<file path="config.mk">
export PLATFORM = sky130hd
export DESIGN_NAME = alu_op_selector
export DESIGN_NICKNAME = d
export VERILOG_FILES = /design/src/rtl/alu_op_selector_pkg.sv /design/src/rtl/alu_op_selector_debounce.sv /design/src/rtl/alu_op_selector.sv
export SDC_FILE = /design/constraint.sdc
export NUM_CORES = 1
export LEC_CHECK = 0
export ABC_AREA = 1
export BUFFER_PORTS_ARGS = -buffer_cell sky130_fd_sc_hd__buf_2
export CORE_MARGIN = 2
export CORE_UTILIZATION = 40
export CTS_CLUSTER_DIAMETER = 100
export DETAILED_ROUTE_END_ITERATION = 10
export SYNTH_ARGS = -nofsm -noshare
export SYNTH_HDL_FRONTEND = slang
export SYNTH_SLANG_ARGS = --single-unit
</file>
<file path="constraint.sdc">
create_clock -name CLK -period 4.5 [get_ports CLK]
set_clock_uncertainty 0.05 [all_clocks]
set_input_delay 0.45 -clock CLK [delete_from_list [all_inputs] [get_ports CLK]]
set_output_delay 0.45 -clock CLK [all_outputs]
set_load 0.005 [all_outputs]
</file>
<file path="src/rtl/alu_op_selector_pkg.sv">
// ALU front-panel selector: shared types and constants.
// Used by the selector, the ALU and the LED status stage.
package alu_op_selector_pkg;

  localparam int SEL_W        = 3;
  localparam int DEF_OP_COUNT = 8;

  typedef enum logic [1:0] {
    ST_IDLE    = 2'd0,
    ST_PENDING = 2'd1,
    ST_COMMIT  = 2'd2
  } state_e;

  typedef enum logic [SEL_W-1:0] {
    OPC_ADD = 3'd0,
    OPC_SUB = 3'd1,
    OPC_AND = 3'd2,
    OPC_OR  = 3'd3,
    OPC_XOR = 3'd4,
    OPC_SHL = 3'd5,
    OPC_SHR = 3'd6,
    OPC_CMP = 3'd7
  } alu_opc_e;

  function automatic logic [SEL_W-1:0] sel_step(
    input logic [SEL_W-1:0] s,
    input logic             up,
    input int               n
  );
    logic [SEL_W-1:0] m;
    m = SEL_W'(n - 1);
    return up ? ((s + 1'b1) & m) : ((s - 1'b1) & m);
  endfunction

endpackage

</file>
<file path="src/rtl/alu_op_selector_debounce.sv">
// Button conditioner: 2-FF sync, stability counter, rising edge.
// PRESS is one cycle wide on each accepted 0->1 debounced level.
module btn_debounce #(
  parameter int DEBOUNCE_CYCLES = 500000
) (
  input  logic CLK,
  input  logic RST_N,
  input  logic BTN,
  output logic PRESS
);

  localparam int CW = $clog2(DEBOUNCE_CYCLES + 1);
  localparam logic [CW-1:0] CNT_MAX = CW'(DEBOUNCE_CYCLES - 1);

  logic          s1_q;
  logic          s2_q;
  logic          deb_q;
  logic          deb_d;
  logic          prev_q;
  logic [CW-1:0] cnt_q;
  logic [CW-1:0] cnt_d;

  // accept the synced level only after a full run of differing cycles
  always_comb begin
    deb_d = deb_q;
    cnt_d = cnt_q;
    if (s2_q == deb_q) begin
      cnt_d = '0;
    end else if (cnt_q == CNT_MAX) begin
      deb_d = s2_q;
      cnt_d = '0;
    end else begin
      cnt_d = cnt_q + 1'b1;
    end
  end

  // sync chain, debounce state and edge-detect history
  always_ff @(posedge CLK or negedge RST_N) begin
    if (!RST_N) begin
      s1_q   <= 1'b0;
      s2_q   <= 1'b0;
      deb_q  <= 1'b0;
      cnt_q  <= '0;
      prev_q <= 1'b0;
    end else begin
      s1_q   <= BTN;
      s2_q   <= s1_q;
      deb_q  <= deb_d;
      cnt_q  <= cnt_d;
      prev_q <= deb_q;
    end
  end

  assign PRESS = deb_q & ~prev_q;

endmodule

</file>
<file path="src/rtl/alu_op_selector.sv">
// ALU opcode selector: stage with NEXT/PREV, commit with OK.
// CAMBIO flags a staged opcode that has not been committed yet.
module alu_op_selector
  import alu_op_selector_pkg::*;
#(
  parameter int DEBOUNCE_CYCLES = 500000,
  parameter int OP_COUNT        = DEF_OP_COUNT
) (
  input  logic             CLK,
  input  logic             RST_N,
  input  logic             BTN_NEXT,
  input  logic             BTN_PREV,
  input  logic             BTN_OK,
  output logic [SEL_W-1:0] SEL,
  output logic [SEL_W-1:0] OP,
  output logic             CAMBIO,
  output logic             OP_VALID
);

  logic p_next;
  logic p_prev;
  logic p_ok;

  btn_debounce #(.DEBOUNCE_CYCLES(DEBOUNCE_CYCLES)) u_next (
    .CLK   (CLK),
    .RST_N (RST_N),
    .BTN   (BTN_NEXT),
    .PRESS (p_next)
  );

  btn_debounce #(.DEBOUNCE_CYCLES(DEBOUNCE_CYCLES)) u_prev (
    .CLK   (CLK),
    .RST_N (RST_N),
    .BTN   (BTN_PREV),
    .PRESS (p_prev)
  );

  btn_debounce #(.DEBOUNCE_CYCLES(DEBOUNCE_CYCLES)) u_ok (
    .CLK   (CLK),
    .RST_N (RST_N),
    .BTN   (BTN_OK),
    .PRESS (p_ok)
  );

  state_e           state_q;
  state_e           state_d;
  logic [SEL_W-1:0] sel_q;
  logic [SEL_W-1:0] sel_d;
  logic [SEL_W-1:0] op_q;
  logic [SEL_W-1:0] op_d;
  logic             cambio_q;
  logic             step;

  // a step needs exactly one of NEXT/PREV; both together cancel
  assign step = p_next ^ p_prev;

  // next state, staged and committed opcodes
  always_comb begin
    state_d = state_q;
    sel_d   = sel_q;
    op_d    = op_q;
    unique case (state_q)
      ST_IDLE: begin
        if (step) begin
          sel_d   = sel_step(sel_q, p_next, OP_COUNT);
          state_d = ST_PENDING;
        end
      end
      ST_PENDING: begin
        if (p_ok) begin
          op_d    = sel_q;
          state_d = ST_COMMIT;
        end else if (step) begin
          sel_d   = sel_step(sel_q, p_next, OP_COUNT);
          state_d = (sel_d == op_q) ? ST_IDLE : ST_PENDING;
        end
      end
      ST_COMMIT: begin
        state_d = ST_IDLE;
      end
      default: begin
        state_d = ST_IDLE;
      end
    endcase
  end

  // state, opcode and change-pending registers
  always_ff @(posedge CLK or negedge RST_N) begin
    if (!RST_N) begin
      state_q  <= ST_IDLE;
      sel_q    <= '0;
      op_q     <= '0;
      cambio_q <= 1'b0;
    end else begin
      state_q  <= state_d;
      sel_q    <= sel_d;
      op_q     <= op_d;
      cambio_q <= (state_d == ST_PENDING);
    end
  end

  assign SEL      = sel_q;
  assign OP       = op_q;
  assign CAMBIO   = cambio_q;
  assign OP_VALID = (state_q == ST_COMMIT);

endmodule

</file>
# ---- Word level (Yosys, flattened, before mapping)
# Index checks and enable logic that the tools add are counted.
dict set report totals {
  word_cells 67
  register_bits 78
  output_inout_bits 8
}
dict set report classes {
  bitwise_logic 10
  addsub 5
  reduce_logical 7
  n_mux 15
  eq_ne 11
}
# op count
set ops {}
lappend ops {{$mux 19} 6}
lappend ops {{$add 19x1->19 const B} 3}
lappend ops {{$eq 19x19->1 const B} 3}
lappend ops {{$reduce_and 2->1} 5}
lappend ops {{$mux 3} 3}
lappend ops {{$mux 2} 3}
lappend ops {{$not 1->1} 6}
lappend ops {{$pmux 3 s2} 1}
lappend ops {{$eq 2x1->1 const B} 2}
lappend ops {{$pmux 2 s2} 1}
lappend ops {{$add 3x1->3 const B} 1}
lappend ops {{$and 1x1->1} 3}
lappend ops {{$eq 1x1->1} 3}
lappend ops {{$eq 3x3->1} 1}
lappend ops {{$sub 3x1->3 const B} 1}
lappend ops {{$eq 2x2->1 const B} 1}
lappend ops {{$logic_not 2->1} 1}
lappend ops {{$ne 2x2->1 const B} 1}
lappend ops {{$reduce_bool 2->1} 1}
lappend ops {{$mux 1} 1}
lappend ops {{$xor 1x1->1} 1}

# ---- Depth between registers and ports, before layout
# Gate-level depths: netlist (run 1).
dict set report logic_depth {
  depth_word 9
  ltp_mapped 11
  ltp_nobuf 11
}

# ---- Cells and area by module
# From an unflattened synthesis (run 1), not the netlist that was laid out.
dict set report unflattened {
  hier_cells 508
  hier_area_um2 4151.5
}
# mod area_each_um2 cells_per_inst n_inst seq_area_each_um2
set modules_own_cells {}
lappend modules_own_cells {{btn_debounce at u_ok ...} 1216.2 150 2 575.6}
lappend modules_own_cells {{btn_debounce at u_next} 1246.2 149 1 575.6}
lappend modules_own_cells {alu_op_selector 473.0 59 1 225.2}

# ---- Worst setup path after synthesis (run 1)
# Ideal clock, no wire load.
dict set report synth_path {
  kind {reg2reg}
  from {register sel_q[0] (netlist: SEL[0])}
  to {register cambio_q (netlist: CAMBIO)}
  slack_ps 2802
  stages_incl_launch_ff 10
  required_ps 4332
  arrival_ps 1530
  period_less_slack_ps 1698
  cell_sequence {dfrtp_1 inv_1 fa_1 or2_2 nand3_1 nand2_1 nand2_1 nand3_1 nand2_1 nand2_1}
}
dict set report synth_between {
  elab_chain_cells 8
  elab_cells_between_ends 9
  cone_classes {2 x add/sub; 2 x eq/ne; 5 x mux}
}
# element line
set synth_rtl {}
lappend synth_rtl {{start: declaration} alu_op_selector.sv:47} ;# logic [SEL_W-1:0] sel_q;
lappend synth_rtl {{start signal: assignment} alu_op_selector.sv:96} ;# sel_q <= sel_d;
lappend synth_rtl {{$sub 3x1->3 / $add 3x1->3 (equally long branches)} alu_op_selector_pkg.sv:32} ;# return up ? ((s + 1'b1) & m) : ((s - 1'b1) & m);
lappend synth_rtl {{$mux 3 *} alu_op_selector_pkg.sv:32}
lappend synth_rtl {{$eq 3x3->1 *} alu_op_selector.sv:75} ;# state_d = (sel_d == op_q) ? ST_IDLE : ST_PENDING;
lappend synth_rtl {{$mux 1 *} alu_op_selector.sv:75}
lappend synth_rtl {{$mux 2 *} alu_op_selector.sv:73} ;# end else if (step) begin
lappend synth_rtl {{$mux 2 *} alu_op_selector.sv:70} ;# if (p_ok) begin
lappend synth_rtl {{$pmux 2 s2 *} alu_op_selector.sv:62} ;# unique case (state_q)
lappend synth_rtl {{$eq 2x1->1 *} alu_op_selector.sv:98} ;# cambio_q <= (state_d == ST_PENDING);
lappend synth_rtl {{end signal: assignment} alu_op_selector.sv:98}
lappend synth_rtl {{end: declaration} alu_op_selector.sv:51} ;# logic cambio_q;
# Mark *: on every way between the ends. The rest lies on a longest branch, timed or not.
# A chain may end at the register's enable or synchronous reset.

# ---- Worst setup path after layout (run 1)
dict set report layout_path {
  from {register u_next.deb_q}
  to {register cambio_q (netlist: CAMBIO)}
}
dict set report layout_between {
  elab_chain_cells 8
  elab_cells_between_ends 10
  cone_classes {2 x eq/ne; 6 x mux; 2 x bitwise}
}
# element line
set layout_rtl {}
lappend layout_rtl {{start: declaration} alu_op_selector_debounce.sv:17} ;# logic deb_q;
lappend layout_rtl {{start signal: assignment} alu_op_selector_debounce.sv:42} ;# deb_q <= 1'b0;
lappend layout_rtl {{start signal: assignment} alu_op_selector_debounce.sv:48} ;# deb_q <= deb_d;
lappend layout_rtl {{$and 1x1->1 *} alu_op_selector_debounce.sv:54} ;# assign PRESS = deb_q & ~prev_q;
lappend layout_rtl {{$mux 3} alu_op_selector_pkg.sv:32}
lappend layout_rtl {{$eq 3x3->1} alu_op_selector.sv:75}
lappend layout_rtl {{$mux 1} alu_op_selector.sv:75}
lappend layout_rtl {{$mux 2} alu_op_selector.sv:73}
lappend layout_rtl {{$mux 2} alu_op_selector.sv:70}
lappend layout_rtl {{$pmux 2 s2 *} alu_op_selector.sv:62}
lappend layout_rtl {{$eq 2x1->1 *} alu_op_selector.sv:98}
# Marks and branches as above.

==> summary.txt, run 1 <==
vias in the first global route: 3397
Fin Setup TNS: 0 ns
Avg Inst Size Synth: 7.664 µm²
slowest stage delay, CP: 0.43 ns
worst-path cell chain: inv_1, nor2_2, fa_1, or2_2, nand3_1, nand2_1, nand2_1, nand3_1, nand2_1, nand2_1
CTS resizes: 0
post-synth net total: 560
worst-path maximum fanout: 5
H-tree levels: 3
post-synthesis cell area: 4223 µm²
core area: 10280 µm²
metal3 WL: 220 µm
hold_sp: BTN_NEXT
Rows: 37
area of the die: 11390 µm²
Static Leak: 1.859 nW
crit share post-route: 40.14%
unrepaired setup endpoints after global routing: false
multi-input logic area: 2043 µm²
Syn. warnings: 0
status: finished clean
largest net degree at the start of global routing: 79
Rel. slew slack: 35.71%
drt drc: 0
post-route minimum period: 1.806 ns
Slew Limit Fails: 0
CTS Buffer Depth: 2
simple-gate portion of the synthesized area: 37.72%
Power Dens Cells: 268.3 nW/µm²
r2r startpoint: u_next.deb_q
Setup Viol. Count Final: 0
grt ovf: 0
hold path cells: 1
Total Power: 1.241 mW
Psw: 0.3048 mW
worst skew pair latency: 0.35 ns
Total GRT Usage: 17.29%
Die H: 106.7 µm
Seq/Total Area, Yosys: 46.22%
path depth of the worst reg2reg path: 10
crit-path most repeated cell: nand2_1
Adder-Cell Fraction of Synth Area: 1.363%
final WL: 8.734 mm
switching share of power: 24.57%
CP Data Arrival Time: 2.01 ns
CTS tree: yes
# Max-Cap Violations: 0
number of antenna violations at the first check in global routing: 0
Antenna diodes: 0
Crit Path Category: reg2reg
clock tree sinks: 78
Cells after Synth: 551
DRT Pass-1 Iters: 4
CTS Hold Buffers Added: 0
Slowest cell on crit path: dfrtp_1
Seq pwr share: 57.8%
Top Layer Used: met4
R2R Path End: CAMBIO
Post-Synth XOR/XNOR Area: 6.015%
Int Pwr: 0.9359 mW
Worst IR Drop VDD: 0.1277 mV
routability congestion estimate: 0.8924
Worst Hold Path EP: u_next.s1_q
Fmax achieved: 553.6 MHz
first-pass GRT wire length: 15.54 mm
combinational share of power: 3.2%
wl on met1: 4.099 mm
root buf cell: clkbuf_8
number of port buffers: 12
met2 wire length: 4.308 mm
CTS buffer count: 9
complex-gate fraction of the synthesized area: 3.289%
share of cells above drive strength 1: 10.24%
Fin. Hold Viols: 0
Antenna Nets Post-Route: 0
reg2reg setup slack: 2.69 ns
io pins: 13
detailed placement HPWL: 6.478 mm
Starting Density: 41.09%
startpoint types: flip-flop
Req. time, crit path: 4.70 ns
DRT iter0 DRCs: 173
Seq. cell area: 1952 µm²
Critical Path Start: u_next.deb_q
post-CTS setup buffer count: 0
Distinct cells, synth: 30
largest family of logic cells by synthesized area: simple AND/OR/NAND/NOR gates
Die Wd: 106.7 µm
Clock power frac: 39.1%
Reg clk slew, reported paths: 0.08 ns
Layout area overhead: 9.511%
DR WL/cell: 12.27 µm
via count: 3396
Fill cells: 1072
mux contribution to synthesized area: 0%
#FFs+latches synth: 78
critical path endpoint category: flip-flop
worst-margin pin slew: 0.9643 ns
Vias per Instance: 4.770
nets: 580
Hold Crit Class: in2reg
==> cells in the mapped netlist (all sizes together) <==
master,n,area (µm²)
nand4,14,87.58
nand3,41,210.2
clkbuf,1,3.750
nor3b,6,50.05
xor2,25,219.0
a21oi,8,43.79
o21ai,10,50.05
o21bai,4,30.03
nor3,8,40.04
or2,1,6.260
inv,55,206.5
ha,3,37.54
fa,1,20.02
clkinv,2,7.510
and2,5,31.28
xnor2,4,35.03
nand3b,4,30.03
o21a,2,15.01
dfrtp,78,1952
nor2,145,611.8
buf,2,10.01
nand2,132,525.5
==> power groups by stage <==
| stage | clock, mW | sequential, mW | combinational (mW) |
|---|---|---|---|
| finish | 0.485 | 0.717 | 0.0392 |
| global route | 0.541 | 0.719 | 0.0477 |
| CTS | 0.506 | 0.717 | 0.0417 |
| detailed placement | 0 | 0.731 | 0.0417 |
| global placement | 0 | 0.731 | 0.0411 |
| floorplan | 0 | 0.729 | 0.0203 |
==> flip-flops by register name (all words and copies together), names as in the netlist <==
register	flops
u_prev.deb_q	1
u_next.cnt_q	19
u_prev.s2_q	1
u_next.prev_q	1
u_ok.s1_q	1
CAMBIO	1
state_q	2
u_ok.s2_q	1
u_prev.s1_q	1
u_next.s1_q	1
u_ok.deb_q	1
u_next.s2_q	1
u_ok.prev_q	1
OP	3
u_ok.cnt_q	19
SEL	3
u_prev.cnt_q	19
u_prev.prev_q	1
u_next.deb_q	1
==> routing by layer <==
| layer | up-vias | GRT usage [%] |
|---|---|---|
| met1 | 1580 | 21.85 |
| met2 | 40 | 28.98 |
| met4 | 0 | 6.957 |
| li1 | 1769 | - |
| met5 | - | 0 |
| met3 | 7 | 3.587 |
==> worst max path at each step <==
stage	endpoint	slack, ns	cells past startpoint
floorplan	CAMBIO	2.80	9
global placement	state_q[0]	2.75	10
detailed placement	CAMBIO	2.70	9
CTS	CAMBIO	2.69	10
global route	CAMBIO	2.52	9
finish	CAMBIO	2.69	10
==> cells in the final DEF, fill, tap and decap left out, drive strengths merged <==
cell type,instances
nand3,41
nor3,8
fa,1
or2,1
o21a,2
buf,12
and2,5
nand2,132
dfrtp,78
xor2,25
nor3b,6
clkinv,3
nor2,145
ha,3
nand3b,4
o21bai,4
xnor2,4
a21oi,8
clkinvlp,3
inv,57
clkbuf,10
o21ai,10
nand4,14
==> critical path: cells and delay by family (launching register included) <==
family,cells,cell delay [ns]
adders and majority gates,1,0.38
buffers and inverters,1,0.08
DFF,1,0.43
and+or+nand+nor,8,0.75
==> logic make-up (layout without fill, tap and decap cells) <==
group,after synthesis,after routing
simple gates,356,356
flops,78,78
buf+inv,60,85
xor+xnor,29,29
compound gates,24,24
fa+ha+maj,4,4
==> cell type report <==
type                       instances  area share, %
sequential                        78          42.21
multi-input combinational        413          44.18
inverter                          57          4.627
timing repair buffer              12          1.353
clock inverter                     6         0.9740
tap                              136          3.680
clock buffer                      10          2.976
==> stage by stage <==
| step | worst slack [ns] | utilization (%) | hold slack (ns) | cell area [µm²] | cells |
|---|---|---|---|---|---|
| floorplan | 2.802 | - | 0.1044 | 4223 | 551 |
| global placement | 2.753 | 43.22 | 0.2822 | 4442 | 696 |
| detailed placement | 2.696 | 43.22 | 0.2896 | 4442 | 696 |
| CTS | 2.694 | 45.00 | 0.1248 | 4624 | 712 |
| global route | 2.518 | 45.00 | 0.1162 | 4624 | 712 |
| finish | 2.694 | 45.00 | 0.1483 | 4624 | 712 |
(Power assumes the default switching activity.)
==> run 2, diff against run 1 <==
ABC_AREA = 0   (was 1)
clock period = 1.7 ns   (was 4.5 ns; I/O delays follow)
==> summary.txt, run 2 <==
status: finished clean
io pins: 13
largest net degree at the start of global routing: 34
Total GRT Usage: 15.83%
Fin Setup TNS: 0 ns
Slew Limit Fails: 0
worst-path cell chain: nor2b_4, fa_1, xor2_1, and4_1, a21oi_1
detailed placement HPWL: 4.970 mm
vias in the first global route: 2754
Die H: 100.3 µm
Placed Area: 4249 µm²
Syn. warnings: 0
Post-Synth XOR/XNOR Area: 11.80%
most common cell in the netlist: dfrtp_1
most instantiated cells after synthesis: dfrtp_1, nor2_1, xnor2_1
Distinct cells, synth: 41
core area: 9109 µm²
Post-synth top flop: dfrtp_1
post-synth net total: 364
simple-gate portion of the synthesized area: 24.67%
Req. time, crit path: 1.89 ns
unrepaired setup endpoints after global routing: true
number of port buffers: 12
setup slack after layout: 0.02593 ns
root buf cell: clkbuf_8
Fin. Hold Viols: 0
Setup Viol. Count Final: 0
grt ovf: 0
worst skew pair latency: 0.35 ns
reg2reg setup slack: 0.03 ns
CTS Buffer Depth: 2
clock tree sinks: 78
WP depth: 5
Avg Inst Size Synth: 10.46 µm²
Layout area overhead: 25.18%
Fmax achieved: 597.3 MHz
DP Worst Slack: -0.01331 ns
Crit Path Category: reg2reg
# Max-Cap Violations: 0
Fill cells: 826
mux contribution to synthesized area: 2.359%
share of cells above drive strength 1: 27.55%
Rel. slew slack: 71.75%
Vias per Instance: 5.162
complex-gate fraction of the synthesized area: 4.853%
CTS tree: yes
drt drc: 0
Adder-Cell Fraction of Synth Area: 1.550%
Yosys top cell by area: dfrtp_1
Antenna diodes: 0
Rows: 35
Die Wd: 100.3 µm
r2r startpoint: u_next.deb_q
DRT iter0 DRCs: 143
critical path's top delay family: adder cells
DR WL/cell: 13.33 µm
slowest stage delay, CP: 0.54 ns
Reg clk slew, reported paths: 0.09 ns
CTS buffer count: 9
CP Data Arrival Time: 1.86 ns
area of the die: 10070 µm²
post-route minimum period: 1.674 ns
Slowest cell on crit path: fa_1
final instance area: 4647 µm²
post-synthesis cell area: 3712 µm²
largest family of logic cells by synthesized area: simple AND/OR/NAND/NOR gates
CP endpoint: state_q[0]
critical path endpoint category: flip-flop
first-pass GRT wire length: 12.75 mm
largest registers: u_next.cnt_q x19, u_ok.cnt_q x19, u_prev.cnt_q x19
post-synth top area share: 52.58%
commonest non-fill, non-tap cells in the layout: dfrtp_1, buf_4, nor2_1
via count: 2803
Power Dens Cells: 750.0 nW/µm²
Critical Path Start: u_next.deb_q
startpoint types: flip-flop
routability congestion estimate: 0.8416
number of antenna violations at the first check in global routing: 0
ranking of synthesized cells by area: dfrtp_1, xnor2_1, xor2_1, nor2_1, nand4_1
H-tree levels: 3
Post-synth EDFFs: 0
#FFs+latches synth: 78
Cells after Synth: 355
Hold Crit Class: in2async
final WL: 7.236 mm
worst-path maximum fanout: 3
DRT Pass-1 Iters: 4
crit share post-route: 98.47%
async set-reset flop share out of synthesis: 100.0%
Starting Density: 40.76%
Static Leak: 2.026 nW
Worst IR Drop VDD: 0.5757 mV
worst-margin pin slew: 0.4237 ns
Seq/Total Area, Yosys: 52.58%
path depth of the worst reg2reg path: 5
commonest non-fill, non-tap cell in the layout: dfrtp_1
CP bufs+invs: 0
R2R Path End: state_q[0]
nets: 436
Antenna Nets Post-Route: 0
-- run 2: area by class of cell --
class | count | area, µm² | area share, %
Tap cell | 111 | 138.9 | 2.989
Clock inverter | 6 | 71.32 | 1.535
Sequential cell | 78 | 1959 | 42.16
Timing Repair Buffer | 72 | 559.3 | 12.04
Clock buffer | 10 | 127.6 | 2.746
Multi-Input combinational cell | 259 | 1764 | 37.96
Inverter | 7 | 26.28 | 0.5654
-- run 2: worst min path at each step --
stage          depth (start not counted)       endpoint
5_1_grt                                2  u_ok.cnt_q[7]
3_3_place_gp                           1  u_ok.cnt_q[7]
3_5_place_dp                           1  u_ok.cnt_q[9]
4_1_cts                                2  u_ok.cnt_q[9]
2_1_floorplan                          0         CAMBIO
6_report                               2  u_ok.cnt_q[9]
-- run 2: what timing repair did --
item,in CTS,in global routing
endpoints found under the hold margin,30,0
endpoints found under the setup margin,4,29
pin swaps,0,10
hold buffers,4,0
gates resized for setup,3,22
buffers inserted,0,9
-- run 2: metal layers --
layer	up-vias	track usage [%]	part of all wire, %
met5	-	0	0
met4	0	5.585	1.2
met3	9	3.900	2.3
met2	30	24.78	47
met1	1371	21.49	49
li1	1393	-	-
-- run 2: worst register-to-register path: cells and delay by family (launching register included) --
| kind | cells | cell delay [ns] |
|---|---|---|
| fa+ha+maj | 1 | 0.54 |
| xor+xnor | 1 | 0.15 |
| simple gates | 2 | 0.35 |
| compound gates | 1 | 0.07 |
| flops | 1 | 0.40 |
-- run 2: logic make-up (layout without fill, tap and decap cells) --
group           count (synthesis)  in the layout
simple gates                  169            169
flops                          78             78
xor+xnor                       50             50
compound gates                 28             28
buf+inv                        18             95
mux                             8              8
fa+ha+maj                       4              4
-- run 2: where the power goes --
| part | switching (mW) | internal, mW | leakage, nW |
|---|---|---|---|
| Sequential | 0.0221 | 1.88 | 1.06 |
| Combinational | 0.0907 | 0.0763 | 0.868 |
| Clock | 0.726 | 0.692 | 0.0984 |
-- run 2: per-stage QoR --
step	total power [mW]	utilization [%]	instances	hold WS, ns
CTS	3.525	49.46	534	0.2371
floorplan	1.993	-	355	-0.1756
detailed placement	2.084	46.65	514	0.08922
finish	3.485	51.02	543	0.2378
global placement	2.080	46.65	514	0.09006
global route	3.636	51.02	543	0.2580
==> run 3, diff against run 2 <==
clock period = 1.5 ns   (was 1.7 ns; I/O delays follow)
==> summary.txt, run 3 (synthesis results as in run 2) <==
DRT iter0 DRCs: 108
Die H: 100.3 µm
vias in the first global route: 3056
met2 GRT Util: 26.95%
startpoint types: flip-flop
drt drc: 0
Vias per Instance: 5.138
slowest stage delay, CP: 0.53 ns
CTS Buffer Depth: 2
setup slack after layout: -0.1247 ns
failing checks: setup timing
Reg clk slew, reported paths: 0.09 ns
commonest non-fill, non-tap cells in the layout: buf_4, dfrtp_1, nor2_1
met1 Track Usage GR: 20.52%
number of port buffers: 12
Crit Path Category: reg2reg
routability congestion estimate: 0.8354
placed insts: 552
R2R Path End: CAMBIO
DR WL/cell: 12.99 µm
CTS buffer count: 9
Slowest cell on crit path: fa_2
post-route minimum period: 1.625 ns
area of the die: 10070 µm²
grt ovf: 0
CP Data Arrival Time: 1.81 ns
Die Wd: 100.3 µm
share of cells above drive strength 1: 37.39%
largest net degree at the start of global routing: 79
Rows: 35
Power Dens Cells: 760.7 nW/µm²
io pins: 13
r2r startpoint: u_next.deb_q
Worst IR Drop VDD: 0.4710 mV
Antenna Nets Post-Route: 0
critical path endpoint category: flip-flop
core area: 9109 µm²
reg2reg setup slack: -0.12 ns
Total GRT Usage: 16.04%
Req. time, crit path: 1.69 ns
Total Power: 3.831 mW
via count: 2975
worst skew pair latency: 0.35 ns
Layout Cells excl Fill: 579
Setup Viol. Count Final: 59
nets: 472
root buf cell: clkbuf_8
Fin Setup TNS: -4.466 ns
Fmax achieved: 615.5 MHz
Starting Density: 40.76%
largest registers: u_next.cnt_q x19, u_ok.cnt_q x19, u_prev.cnt_q x19
number of antenna violations at the first check in global routing: 0
final instance area: 5036 µm²
Antenna diodes: 0
Hold Crit Class: in2async
status: complete, but fails checks
CP endpoint: CAMBIO
worst-margin pin slew: 0.4358 ns
worst-path cell chain: nor2b_4, fa_2, xor2_1, and4_1, a21oi_1
Critical Path Start: u_next.deb_q
# Max-Cap Violations: 0
unrepaired setup endpoints after global routing: true
worst-path maximum fanout: 2
final WL: 7.520 mm
CTS tree: yes
crit share post-route: 108.3%
Placed Area: 4594 µm²
post-layout util: 55.29%
Layout area overhead: 35.66%
Slew Limit Fails: 0
global routing's busiest layer: met2
first-pass GRT wire length: 13.08 mm
H-tree levels: 3
path depth of the worst reg2reg path: 5
commonest non-fill, non-tap cell in the layout: buf_4
DRT Pass-1 Iters: 4
clock tree sinks: 78
detailed placement HPWL: 5.172 mm
Fin. Hold Viols: 0
met3 Usage GRT: 3.482%
Static Leak: 2.215 nW
Rel. slew slack: 70.95%
==> run 3: what timing repair did <==
| item | in CTS | in global routing |
|---|---|---|
| resized for setup | 16 | 21 |
| setup buffers | 6 | 1 |
| hold buffers | 4 | 0 |
| pin swaps | 12 | 8 |
| setup endpoints to repair | 60 | 64 |
| hold endpoints to repair | 81 | 0 |
==> run 3: critical path: cells and delay by family (launching register included) <==
family / cells / cell delay [ns]
xor gates and xnor gates: 1 / 0.12
adders and majority gates: 1 / 0.53
DFF: 1 / 0.39
AOI/OAI and AO/OA: 1 / 0.07
and+or+nand+nor: 2 / 0.35
==> run 3: through the flow <==
stage | worst slack [ns] | hold slack (ns)
6_report | -0.1247 | 0.2663
3_5_place_dp | -0.2112 | 0.1557
2_1_floorplan | -0.1763 | -0.1956
3_3_place_gp | -0.1449 | 0.1564
5_1_grt | -0.2316 | 0.3237
4_1_cts | -0.1175 | 0.2986
==> run 3: layer usage <==
metal	routed length [µm]	vias up
li1	-	1461
met1	3493	1464
met2	3681	36
met3	180	14
met4	164	0
met5	0	-
==> run 3: how the worst min path moves through the flow <==
stage                start          end  cells after the start
2_1_floorplan        RST_N       CAMBIO                      0
3_3_place_gp         RST_N   state_q[1]                      2
3_5_place_dp         RST_N       CAMBIO                      2
4_1_cts              RST_N       CAMBIO                      3
5_1_grt        u_next.s1_q  u_next.s2_q                      0
6_report             RST_N       CAMBIO                      3
==> run 3: layout make-up <==
type                       count  area, µm²
clock buffer                   9      123.9
clock inverter                 7      65.06
fill                         812       4073
inverter                       7      26.28
multi-input combinational    259       1883
sequential                    78       1953
tap                          111      138.9
timing repair buffer         108      845.8
==> run 3: report_power, final <==
group | switching [mW] | total [mW] | leakage (nW) | internal, mW
sequential | 0.0201 | 2.15 | 1.07 | 2.13
combinational | 0.110 | 0.205 | 1.05 | 0.0947
clock | 0.837 | 1.48 | 0.0943 | 0.640
total | 0.967 | 3.83 | 2.22 | 2.86
